<file path="src/rtl/vec_max_normalize.sv">
// vec_max_normalize
//
// Finds the maximum element of a signed fixed-point vector and subtracts
// it from every element. The result feeds the softmax input: all elements
// become <= 0, which keeps the exponentials in range.
//
// The maximum is found by a sequential scan, one element per clock. The
// subtraction of all elements then happens in a single SUB cycle.
//
// Parameters
//   VEC_SIZE   : number of vector elements (>= 1)
//   DATA_WIDTH : signed element width
//   FIXED_PNT  : fractional bits. The arithmetic does not depend on the
//                binary point, so this parameter is only range checked.
//
// Ports
//   clk        : clock; all state changes on the rising edge
//   rst_n      : asynchronous active-low reset
//   enable     : request. Held high until data_valid pulses. Dropping it
//                during SCAN or SUB aborts the operation.
//   vec_in     : raw scores; element i is vec_in[i]. Sampled on the
//                start edge only.
//   data_valid : one-cycle pulse marking vec_out/max_out/max_idx valid
//   vec_out    : element[i] - max, saturated to the most negative value
//   max_out    : vector maximum
//   max_idx    : lowest index holding the maximum
//   busy       : high while scanning or subtracting
module vec_max_normalize #(
  parameter int VEC_SIZE   = 4,
  parameter int DATA_WIDTH = 16,
  parameter int FIXED_PNT  = 8,
  localparam int IDX_W     = (VEC_SIZE > 1) ? $clog2(VEC_SIZE) : 1
) (
  input  logic                                 clk,
  input  logic                                 rst_n,
  input  logic                                 enable,
  input  logic [VEC_SIZE-1:0][DATA_WIDTH-1:0]  vec_in,
  output logic                                 data_valid,
  output logic [VEC_SIZE-1:0][DATA_WIDTH-1:0]  vec_out,
  output logic [DATA_WIDTH-1:0]                max_out,
  output logic [IDX_W-1:0]                     max_idx,
  output logic                                 busy
);

  // Reject parameter combinations that have no meaning at elaboration time.
  if (VEC_SIZE < 1 || FIXED_PNT < 0 || FIXED_PNT >= DATA_WIDTH) begin : gBadParams
    $error("vec_max_normalize: illegal VEC_SIZE/FIXED_PNT/DATA_WIDTH");
  end

  typedef enum logic [2:0] {
    IDLE,
    SCAN,
    SUB,
    DONE,
    HOLD
  } state_t;

  localparam logic [DATA_WIDTH-1:0] SAT_MIN = {1'b1, {(DATA_WIDTH-1){1'b0}}};

  state_t                                state_q, state_d;
  logic [VEC_SIZE-1:0][DATA_WIDTH-1:0]   elem_q, elem_d;
  logic [DATA_WIDTH-1:0]                 runMax_q, runMax_d;
  logic [IDX_W-1:0]                      runIdx_q, runIdx_d;
  logic [IDX_W-1:0]                      scanIdx_q, scanIdx_d;
  logic [VEC_SIZE-1:0][DATA_WIDTH-1:0]   vecOut_q, vecOut_d;
  logic [DATA_WIDTH-1:0]                 maxOut_q, maxOut_d;
  logic [IDX_W-1:0]                      maxIdx_q, maxIdx_d;
  logic                                  valid_q, valid_d;
  logic [DATA_WIDTH:0]                   diff;

  // State and datapath registers. Reset clears everything, including the
  // captured vector, so no stale data survives a reset.
  always_ff @(posedge clk or negedge rst_n) begin
    if (!rst_n) begin
      state_q   <= IDLE;
      elem_q    <= '0;
      runMax_q  <= '0;
      runIdx_q  <= '0;
      scanIdx_q <= '0;
      vecOut_q  <= '0;
      maxOut_q  <= '0;
      maxIdx_q  <= '0;
      valid_q   <= 1'b0;
    end else begin
      state_q   <= state_d;
      elem_q    <= elem_d;
      runMax_q  <= runMax_d;
      runIdx_q  <= runIdx_d;
      scanIdx_q <= scanIdx_d;
      vecOut_q  <= vecOut_d;
      maxOut_q  <= maxOut_d;
      maxIdx_q  <= maxIdx_d;
      valid_q   <= valid_d;
    end
  end

  // Next-state and datapath logic. Every register holds by default. The
  // outputs change only on a completed SUB edge, so an abort leaves the
  // previous results visible.
  always_comb begin
    state_d   = state_q;
    elem_d    = elem_q;
    runMax_d  = runMax_q;
    runIdx_d  = runIdx_q;
    scanIdx_d = scanIdx_q;
    vecOut_d  = vecOut_q;
    maxOut_d  = maxOut_q;
    maxIdx_d  = maxIdx_q;
    valid_d   = 1'b0;
    diff      = '0;

    case (state_q)
      IDLE: begin
        if (enable) begin
          elem_d    = vec_in;
          runMax_d  = vec_in[0];
          runIdx_d  = '0;
          scanIdx_d = IDX_W'(1);
          state_d   = (VEC_SIZE == 1) ? SUB : SCAN;
        end
      end

      SCAN: begin
        if (!enable) begin
          state_d = IDLE;
        end else begin
          // A strict greater-than keeps the earliest index when values tie.
          if ($signed(elem_q[scanIdx_q]) > $signed(runMax_q)) begin
            runMax_d = elem_q[scanIdx_q];
            runIdx_d = scanIdx_q;
          end
          scanIdx_d = scanIdx_q + 1'b1;
          if (scanIdx_q == IDX_W'(VEC_SIZE - 1)) begin
            state_d = SUB;
          end
        end
      end

      SUB: begin
        if (!enable) begin
          state_d = IDLE;
        end else begin
          for (int i = 0; i < VEC_SIZE; i++) begin
            // Use one extra bit so the difference cannot wrap. The maximum
            // is never below any element, so only negative overflow can
            // happen. Overflow shows as the top two bits differing.
            diff = {elem_q[i][DATA_WIDTH-1], elem_q[i]} -
                   {runMax_q[DATA_WIDTH-1], runMax_q};
            if (diff[DATA_WIDTH] != diff[DATA_WIDTH-1]) begin
              vecOut_d[i] = SAT_MIN;
            end else begin
              vecOut_d[i] = diff[DATA_WIDTH-1:0];
            end
          end
          maxOut_d = runMax_q;
          maxIdx_d = runIdx_q;
          valid_d  = 1'b1;
          state_d  = DONE;
        end
      end

      DONE: begin
        state_d = HOLD;
      end

      // Wait for the requester to drop enable. One request then produces
      // exactly one result pulse.
      HOLD: begin
        if (!enable) begin
          state_d = IDLE;
        end
      end

      default: begin
        state_d = IDLE;
      end
    endcase
  end

  assign busy       = (state_q == SCAN) || (state_q == SUB);
  assign data_valid = valid_q;
  assign vec_out    = vecOut_q;
  assign max_out    = maxOut_q;
  assign max_idx    = maxIdx_q;

endmodule
</file>
<file path="config.mk">
export PLATFORM = sky130hd
export DESIGN_NAME = vec_max_normalize
export DESIGN_NICKNAME = d
export VERILOG_FILES = /design/src/rtl/vec_max_normalize.sv
export SDC_FILE = /design/constraint.sdc
export NUM_CORES = 1
export LEC_CHECK = 0
export CAP_MARGIN = 20
export CORE_MARGIN = 4
export CORE_UTILIZATION = 65
export DETAILED_ROUTE_END_ITERATION = 12
export DONT_BUFFER_PORTS = 1
export PLACE_DENSITY = 0.81
export SLEW_MARGIN = 20
export SYNTH_ARGS = -nofsm -noshare
export SYNTH_HDL_FRONTEND = slang
export SYNTH_SLANG_ARGS = --single-unit
</file>
<file path="constraint.sdc">
create_clock -name clk -period 8.12 [get_ports clk]
set_input_delay 1.624 -clock clk [delete_from_list [all_inputs] [get_ports clk]]
set_output_delay 1.624 -clock clk [all_outputs]
set_load 0.01 [all_outputs]
</file>
# After elaboration in Yosys (flattened, before gate mapping)
# Cells that the tools add are included.
# totals
reg_bits	170
in_bits	67
# op_classes
add_sub_neg	5
order_cmp	2
muxes	25
n_eq_ne	14
reduce_logical	8
# ops
operator	count
16-bit two-way mux	8
16-bit by 16-bit subtractor with 17-bit output	4
16-bit binary-select mux with 2-bit select	1
16-bit one-hot mux with 2 select lines	1
16-bit greater-than comparator	1
3-bit one-hot mux with 5 select lines	1
2-bit two-way mux	6
3-bit two-way mux	4
2-bit != test (second input constant)	4
2-bit one-hot mux with 2 select lines	2
3-bit by 2-bit equality test with 1-bit output (second input constant)	2
3-bit AND reduction	2
1-bit != test	4
2-bit AND reduction	2
4-bit AND reduction	1
3-bit by 1-bit equality test with 1-bit output (second input constant)	1
3-bit equality test (second input constant)	1
3-bit logical NOT	1
2-bit by 3-bit < comparator with 1-bit output (second input constant)	1
3-bit != test (second input constant)	1
2-bit by 1-bit adder with 2-bit output (second input constant)	1
2-bit equality test (second input constant)	1
1-bit two-way mux	2
2-bit nonzero test	1
1-bit logical OR	1

# Longest topological paths before layout
# Gate-level depths: netlist of the first run.
# logic_depth
depth_word	6
mapped_depth	15
mapped_depth_nobuf	15

# Worst setup path before layout of the first run
# OpenSTA, ideal clock, no wires.
# synth_timing
path_type	reg-to-reg
start	register runMax_q[7]
end	register vecOut_q (netlist bit vec_out[35])
setup_ns	0.066
stages_incl_launch_ff	14
synth_period_minus_slack_ns	3.230
slack_ns	4.890
n_path_buf	2
t_arrival_ns	3.163
cell_sequence	dfrtp_1 -> inv_1 -> ha_1 -> buf_6 -> a21oi_4 -> or4b_1 -> o221ai_2 -> a31oi_1 -> a2111oi_2 -> a21oi_1 -> ha_1 -> nor2_1 -> clkbuf_1 -> a22o_1
# synth_via
elab_chain_cells	3
# synth_rtl
element	line_no	source
start, declared	62	logic [DATA_WIDTH-1:0] runMax_q, runMax_d;
start signal, assigned	87	runMax_q <= runMax_d;
16-bit by 16-bit subtractor with 17-bit output	147	diff = {elem_q[i][DATA_WIDTH-1], elem_q[i]} -
1-bit != test	149	if (diff[DATA_WIDTH] != diff[DATA_WIDTH-1]) begin
16-bit two-way mux	149	
end signal, assigned	90	vecOut_q <= vecOut_d;
end, declared	65	logic [VEC_SIZE-1:0][DATA_WIDTH-1:0] vecOut_q, vecOut_d;
# Every way passes these cells.
# A chain may end at the register's enable or synchronous reset.

# Worst setup path after layout of the first run
# layout_timing
start	register runMax_q[7]
end	register vecOut_q (netlist bit vec_out[45])
# layout_via
elab_chain_cells	3
# layout_rtl
element	line_no
16-bit by 16-bit subtractor with 17-bit output *	147
1-bit != test	149
16-bit two-way mux *	149
# Mark *: on every way between the ends. The rest lies on a longest branch, timed or not.

==> results.toml, run 1 <==
[status]
status = "finished, final reports clean"

[synth]
ys_warn_count = 0
synth_top_family_by_area = "simple AND/OR/NAND/NOR gates"
synth_edf_count = 0
synth_top_flop_cell = "dfrtp_1"
synthAdderAreaFrac_pct = 11.18
seq_area_frac_synth_pct = 41.60
synthTopCellsByCount = "258 x nand2_1, 170 x dfrtp_1, 85 x ha_1, 59 x o21ai_0, 44 x a21oi_1"
synthTopCellsByArea = "dfrtp_1 42%, ha_1 10%, nand2_1 9.5%"
synth_mux_area_share_pct = 6.974
synth_area_sq_mm = 0.01023
synth_compound_area_share_pct = 16.58
ys_seq_elements = 170
netlist_instances = 1067
synth_nets = 1223
synth_area_leader_cell = "dfrtp_1"
synth-simple-area-share_pct = 16.98
synth-xor-area-share_pct = 3.512
ys_types = 71
synth_top_cell_area_share_pct = 41.60
syn_avg_cell_area_sq_um = 9.584
yosysMostFrequentCell = "nand2_1"
async_flop_share_pct = 100.0

[timing]
tightest_slew_ps = 870.7
whs_ps = 493.1
setup_slack_ps = 3994
fin_skew_ps = 11.60
final-setup-viol-count = 0
rsz0062_at_grt = "false"
slew_violations = 0
slew_headroom_pct = 41.95
tns_ps = 0
period_share_pct = 50.81
hold_viol_final = 0
fmax_mhz = 242.4
post-route-min-period_ps = 4126

[min_path]
hold_start = "runIdx_q[1]"
whs_path_depth = 2
hold_class = "register to register"
min_to = "max_idx[1]"

[pwr]
p_leak_nw = 5.331
powerDensity_mw_per_mm2 = 553.2
ir_worst_vdd_mv = 0.3687

[critical_path]
crit_chain = "inv_1, ha_1, a21oi_4, or4b_1, o221ai_2, a31oi_1, a2111oi_2, a21oi_1, ha_1, nor2_1, nor4b_1, a31oi_1, nand4_1"
startpoint_type = "register"
cp.buffers_inverters = 1
r2r_cells = 13
cp_max_fo = 13
rr_endpoint = "vec_out[45]"
worstSetupPathType = "register to register"
ff2ff_setup_slack_ps = 3990
cpMaxStageDelayCell = "nor2_1"
worstPathArrival_ps = 4490
end_kind = "register"
max_stage_delay_ps = 670
cp.required_ps = 8480
path_delay_family = "simple AND/OR/NAND/NOR gates"
r2r_start = "runMax_q[7]"

[floorplanning]
fp.dieH_um = 133.4
initial_utilization_pct = 66.77
num_rows = 45
fp.dieArea_sq_mm = 0.01780
core_area_sq_mm = 0.01531
boundaryPins = 151
die_x_um = 133.4

[drt]
drt_pass1_iterations = 7
wl_per_cell_um = 21.80
drcViolationCount = 0
drt_iter0_markers = 751
vias_per_cell = 6.468
detail-route-antenna-nets = 0
dr_total_vias = 8214
totalWireLength_um = 27690

[place]
post-place-ws_ps = 4069
hpwl_um = 19900
place_area_sq_mm = 0.01034
io_buffers = 0
gp_congestion = 0.9434

[layout]
layout.nets = 1202
fin_util_pct = 71.63
num_antenna_cells = 0
areaGrowthSynthToFinish_pct = 7.268
post-route-cell-area_sq_mm = 0.01097
fillerInstances = 1165
drive_gt1_share_pct = 6.893

[clock_network]
cts_buffers = 17
cts_tree = "done"
post_cts_resized = 0
clk_path_buf_depth = 2
cts_sinks = 170
cts_hold_buf = 0
root_buffer = "clkbuf_16"
h-tree-depth = 4
clkTransAtPathRegs_ps = 70
post_cts_buffers = 0
clk_latency_ps = 430

[grt]
grt.total_usage_pct = 31.75
grt_max_degree = 171
grt_pass1_wl_um = 43910
grt_pass1_vias = 8023
antenna_found_initial = 2
gr-total-overflow = 0

[run]
drv_cap = 0
==> cell families after synthesis <==
| logic type | Yosys count |
|---|---|
| and+or+nand+nor | 394 |
| DFF | 170 |
| adders and majority gates | 89 |
| muxes | 51 |
| xor gates and xnor gates | 41 |
| AOI/OAI and AO/OA | 242 |
| buffers and inverters | 80 |
==> routing by layer <==
layer | vias up | global-route usage [%] | wire length [um]
met4 | 4 | 15.49 | 1220
met3 | 94 | 8.119 | 2369
li1 | 3770 | - | -
met5 | - | 0 | 23
met1 | 3910 | 41.25 | 11190
met2 | 436 | 50.00 | 12880
==> layout make-up <==
type                       instances  area [sq um]  share of cell area, %
timing repair buffer               5         37.54                 0.3422
tap                              211         264.0                  2.407
clock buffer                      20         456.7                  4.163
multi-input combinational        817          5663                  51.63
inverter                          35         131.4                  1.198
sequential                       170          4254                  38.78
clock inverter                    12         162.7                  1.483
==> sequential cells by signal, indices dropped and copies added (netlist names) <==
| register | count |
|---|---|
| elem_q | 64 |
| runIdx_q | 2 |
| max_idx | 2 |
| max_out | 16 |
| scanIdx_q | 2 |
| data_valid | 1 |
| state_q | 3 |
| vec_out | 64 |
| runMax_q | 16 |
==> power by group <==
group | switching [mW] | internal, mW | total [mW]
Combinational | 2.07 | 1.48 | 3.55
Sequential | 0.456 | 1.20 | 1.66
Clock | 0.356 | 0.505 | 0.861
==> metrics by stage <==
stage	power (mW)	std cells
6_report	6.068	1270
2_1_floorplan	4.203	1067
3_3_place_gp	5.034	1238
4_1_cts	6.022	1270
3_5_place_dp	5.114	1238
5_1_grt	6.533	1270
==> cell usage in the layout (no fill, tap or decap), drive strengths merged, types with 24 or more instances in the layout <==
| cell type | synthesis | final |
|---|---|---|
| a21oi | 45 | 45 |
| a22o | 32 | 32 |
| dfrtp | 170 | 170 |
| ha | 85 | 85 |
| inv | 35 | 38 |
| mux2i | 33 | 33 |
| nand2 | 259 | 259 |
| nor2 | 39 | 39 |
| o21ai | 59 | 59 |
| xnor2 | 24 | 24 |
==> worst reg2reg max path: cells and delay by family, from the launching register on <==
kind,cells,cell delay (ps)
fa+ha+maj,2,820
flops,1,360
simple gates,4,1620
compound gates,6,1060
buf+inv,1,220
==> how the worst max path moves through the flow <==
| stage | start | end | slack, ps | cells past startpoint |
|---|---|---|---|---|
| 2_1_floorplan | runMax_q[7] | vec_out[35] | 4890 | 13 |
| 3_3_place_gp | enable | vec_out[13] | 4200 | 7 |
| 3_5_place_dp | runMax_q[7] | vec_out[45] | 4070 | 13 |
| 4_1_cts | runMax_q[7] | vec_out[45] | 4020 | 13 |
| 5_1_grt | runMax_q[0] | vec_out[13] | 3650 | 14 |
| 6_report | runMax_q[7] | vec_out[45] | 3990 | 13 |
(Power assumes the default switching activity.)
==> inputs of run 2 (changes only) <==
==> constraint.sdc (replaced) <==
create_clock -name clk -period 4.2 [get_ports clk]
set_input_delay 0.84 -clock clk [delete_from_list [all_inputs] [get_ports clk]]
set_output_delay 0.84 -clock clk [all_outputs]
set_load 0.01 [all_outputs]
==> run 2 against run 1 <==
Cell count is 1.1% higher. Clock power rose by 78%. Via count increased by 0.61%. Die area unchanged. Hold slack lost 390 ps. Sequential power grew 92%. Register-to-register slack got worse by 3600 ps. Total power up 92%. Critical path depth is 1 higher. Critical endpoint is now vec_out[13]. Largest power group unchanged.
==> results.toml, run 2 (synthesis results as in run 1) <==
[floorplanning]
num_rows = 45
boundaryPins = 151
core_area_sq_mm = 0.01531
fp.dieH_um = 133.4
initial_utilization_pct = 66.77
fp.dieArea_sq_mm = 0.01780
die_x_um = 133.4

[layout]
post-route-cell-area_sq_mm = 0.01103
drive_gt1_share_pct = 8.201
areaGrowthSynthToFinish_pct = 7.855
num_antenna_cells = 0
fin_util_pct = 72.02
final_cell_mix = "258 x nand2_1, 170 x dfrtp_1, 85 x ha_1, 59 x o21ai_0, 44 x a21oi_1"
mostFrequentLayoutCell = "nand2_1"
layout.nets = 1216

[pwr]
powerDensity_mw_per_mm2 = 1055
p_leak_nw = 5.378
ir_worst_vdd_mv = 0.7047

[drt]
drt_pass1_iterations = 6
detail-route-antenna-nets = 0
drt_iter0_markers = 800
wl_per_cell_um = 21.40
vias_per_cell = 6.436
totalWireLength_um = 27480
dr_total_vias = 8264
drcViolationCount = 0

[timing]
post-route-min-period_ps = 3853
tightest_slew_ps = 705.5
tns_ps = 0
period_share_pct = 91.75
final-setup-viol-count = 0
fin_skew_ps = 9.910
fmax_mhz = 259.5
rsz0062_at_grt = "false"
hold_viol_final = 0
slew_headroom_pct = 52.97
slew_violations = 0

[clock_network]
cts_tree = "done"
cts_sinks = 170
h-tree-depth = 4
clkTransAtPathRegs_ps = 70
post_cts_buffers = 0
root_buffer = "clkbuf_16"
clk_path_buf_depth = 2
cts_buffers = 17
clk_latency_ps = 430

[place]
io_buffers = 0
place_area_sq_mm = 0.01046
hpwl_um = 20050
gp_congestion = 0.9261

[min_path]
hold_class = "primary input to asynchronous set/reset pin"

[critical_path]
rr_endpoint = "vec_out[13]"
r2r_start = "runMax_q[0]"
r2r_cells = 14
worstSetupPathType = "register to register"
startpoint_type = "register"
ff2ff_setup_slack_ps = 350
cp_max_fo = 12
cp.required_ps = 4570
end_kind = "register"
worstPathArrival_ps = 4220

[grt]
grt.total_usage_pct = 31.22
grt_max_degree = 171
grt_pass1_wl_um = 43110
gr-total-overflow = 0
antenna_found_initial = 1
grt_pass1_vias = 7841

[run]
drv_cap = 0

[status]
status = "finished, final reports clean"
-- run 2: changes by cell type in the layout (fill, tap and decap cells not counted) --
cell / before / now
buf_4: 5 / 18
inv_6: 1 / 4
bufinv_16: 3 / 1
clkbuf_8: 2 / 0
buf_12: 0 / 1
clkinvlp_4: 3 / 4
nor2_1: 38 / 37
nor2_2: 1 / 2
nor3_2: 0 / 1
nor3_4: 1 / 0
-- run 2: critical path: stages (launching register included) --
cell and delay, ps:
dfrtp_1 510, ha_1 220, inv_1 50, fa_1 400, a21o_1 210, a221oi_2 430
a31o_2 240, a21oi_1 70, o21ai_0 250, a22oi_1 120, ha_1 410, nor2_2 400
nor4b_1 290, a31oi_1 80, nand3_1 110
-- run 2: cell type report --
cell class	count	area (sq um)
Multi-Input combinational cell	817	5659
Fill cell	1125	4285
Sequential cell	170	4254
Clock buffer	18	429.2
Tap cell	211	264.0
Timing Repair Buffer	19	155.1
Clock inverter	14	136.4
Inverter	35	131.4
-- run 2: power breakdown --
part,internal [mW],switching [mW],leakage [nW]
clock network,0.829,0.696,0.268
logic,2.91,4.01,2.98
registers,2.33,0.865,2.13
total,6.07,5.57,5.38
-- run 2: how the worst max path moves through the flow --
stage | from | endpoint | cells past startpoint
after global placement | runMax_q[0] | vec_out[13] | 14
after CTS | runMax_q[0] | vec_out[13] | 14
after floorplan | runMax_q[7] | vec_out[35] | 13
after detailed placement | runMax_q[0] | vec_out[13] | 14
final | runMax_q[0] | vec_out[13] | 14
after global routing | runMax_q[0] | vec_out[13] | 14
-- run 2: stage by stage --
step / worst slack [ps] / cells / hold WS, ps / total power, mW
2_1_floorplan: 970.1 / 1067 / 438.4 / 8.125
3_3_place_gp: 405.9 / 1252 / 454.0 / 9.809
3_5_place_dp: 277.6 / 1252 / 453.0 / 9.947
4_1_cts: 168.2 / 1284 / 90.66 / 11.56
5_1_grt: 69.60 / 1284 / 89.48 / 12.51
6_report: 346.6 / 1284 / 106.7 / 11.64
-- run 2: metal layers --
| metal | share of wire, % | wire, um | track usage (%) |
|---|---|---|---|
| met1 | 40 | 11110 | 41.87 |
| met4 | 3.9 | 1074 | 12.46 |
| met2 | 47 | 12830 | 49.69 |
| met5 | 0 | 0 | 0 |
| met3 | 9.0 | 2471 | 7.175 |
-- run 2: repair_timing --
item / 4_1_cts / 5_1_grt
gates resized for setup: 0 / 1
hold buffers: 0 / 0
setup endpoints to repair: 0 / 1
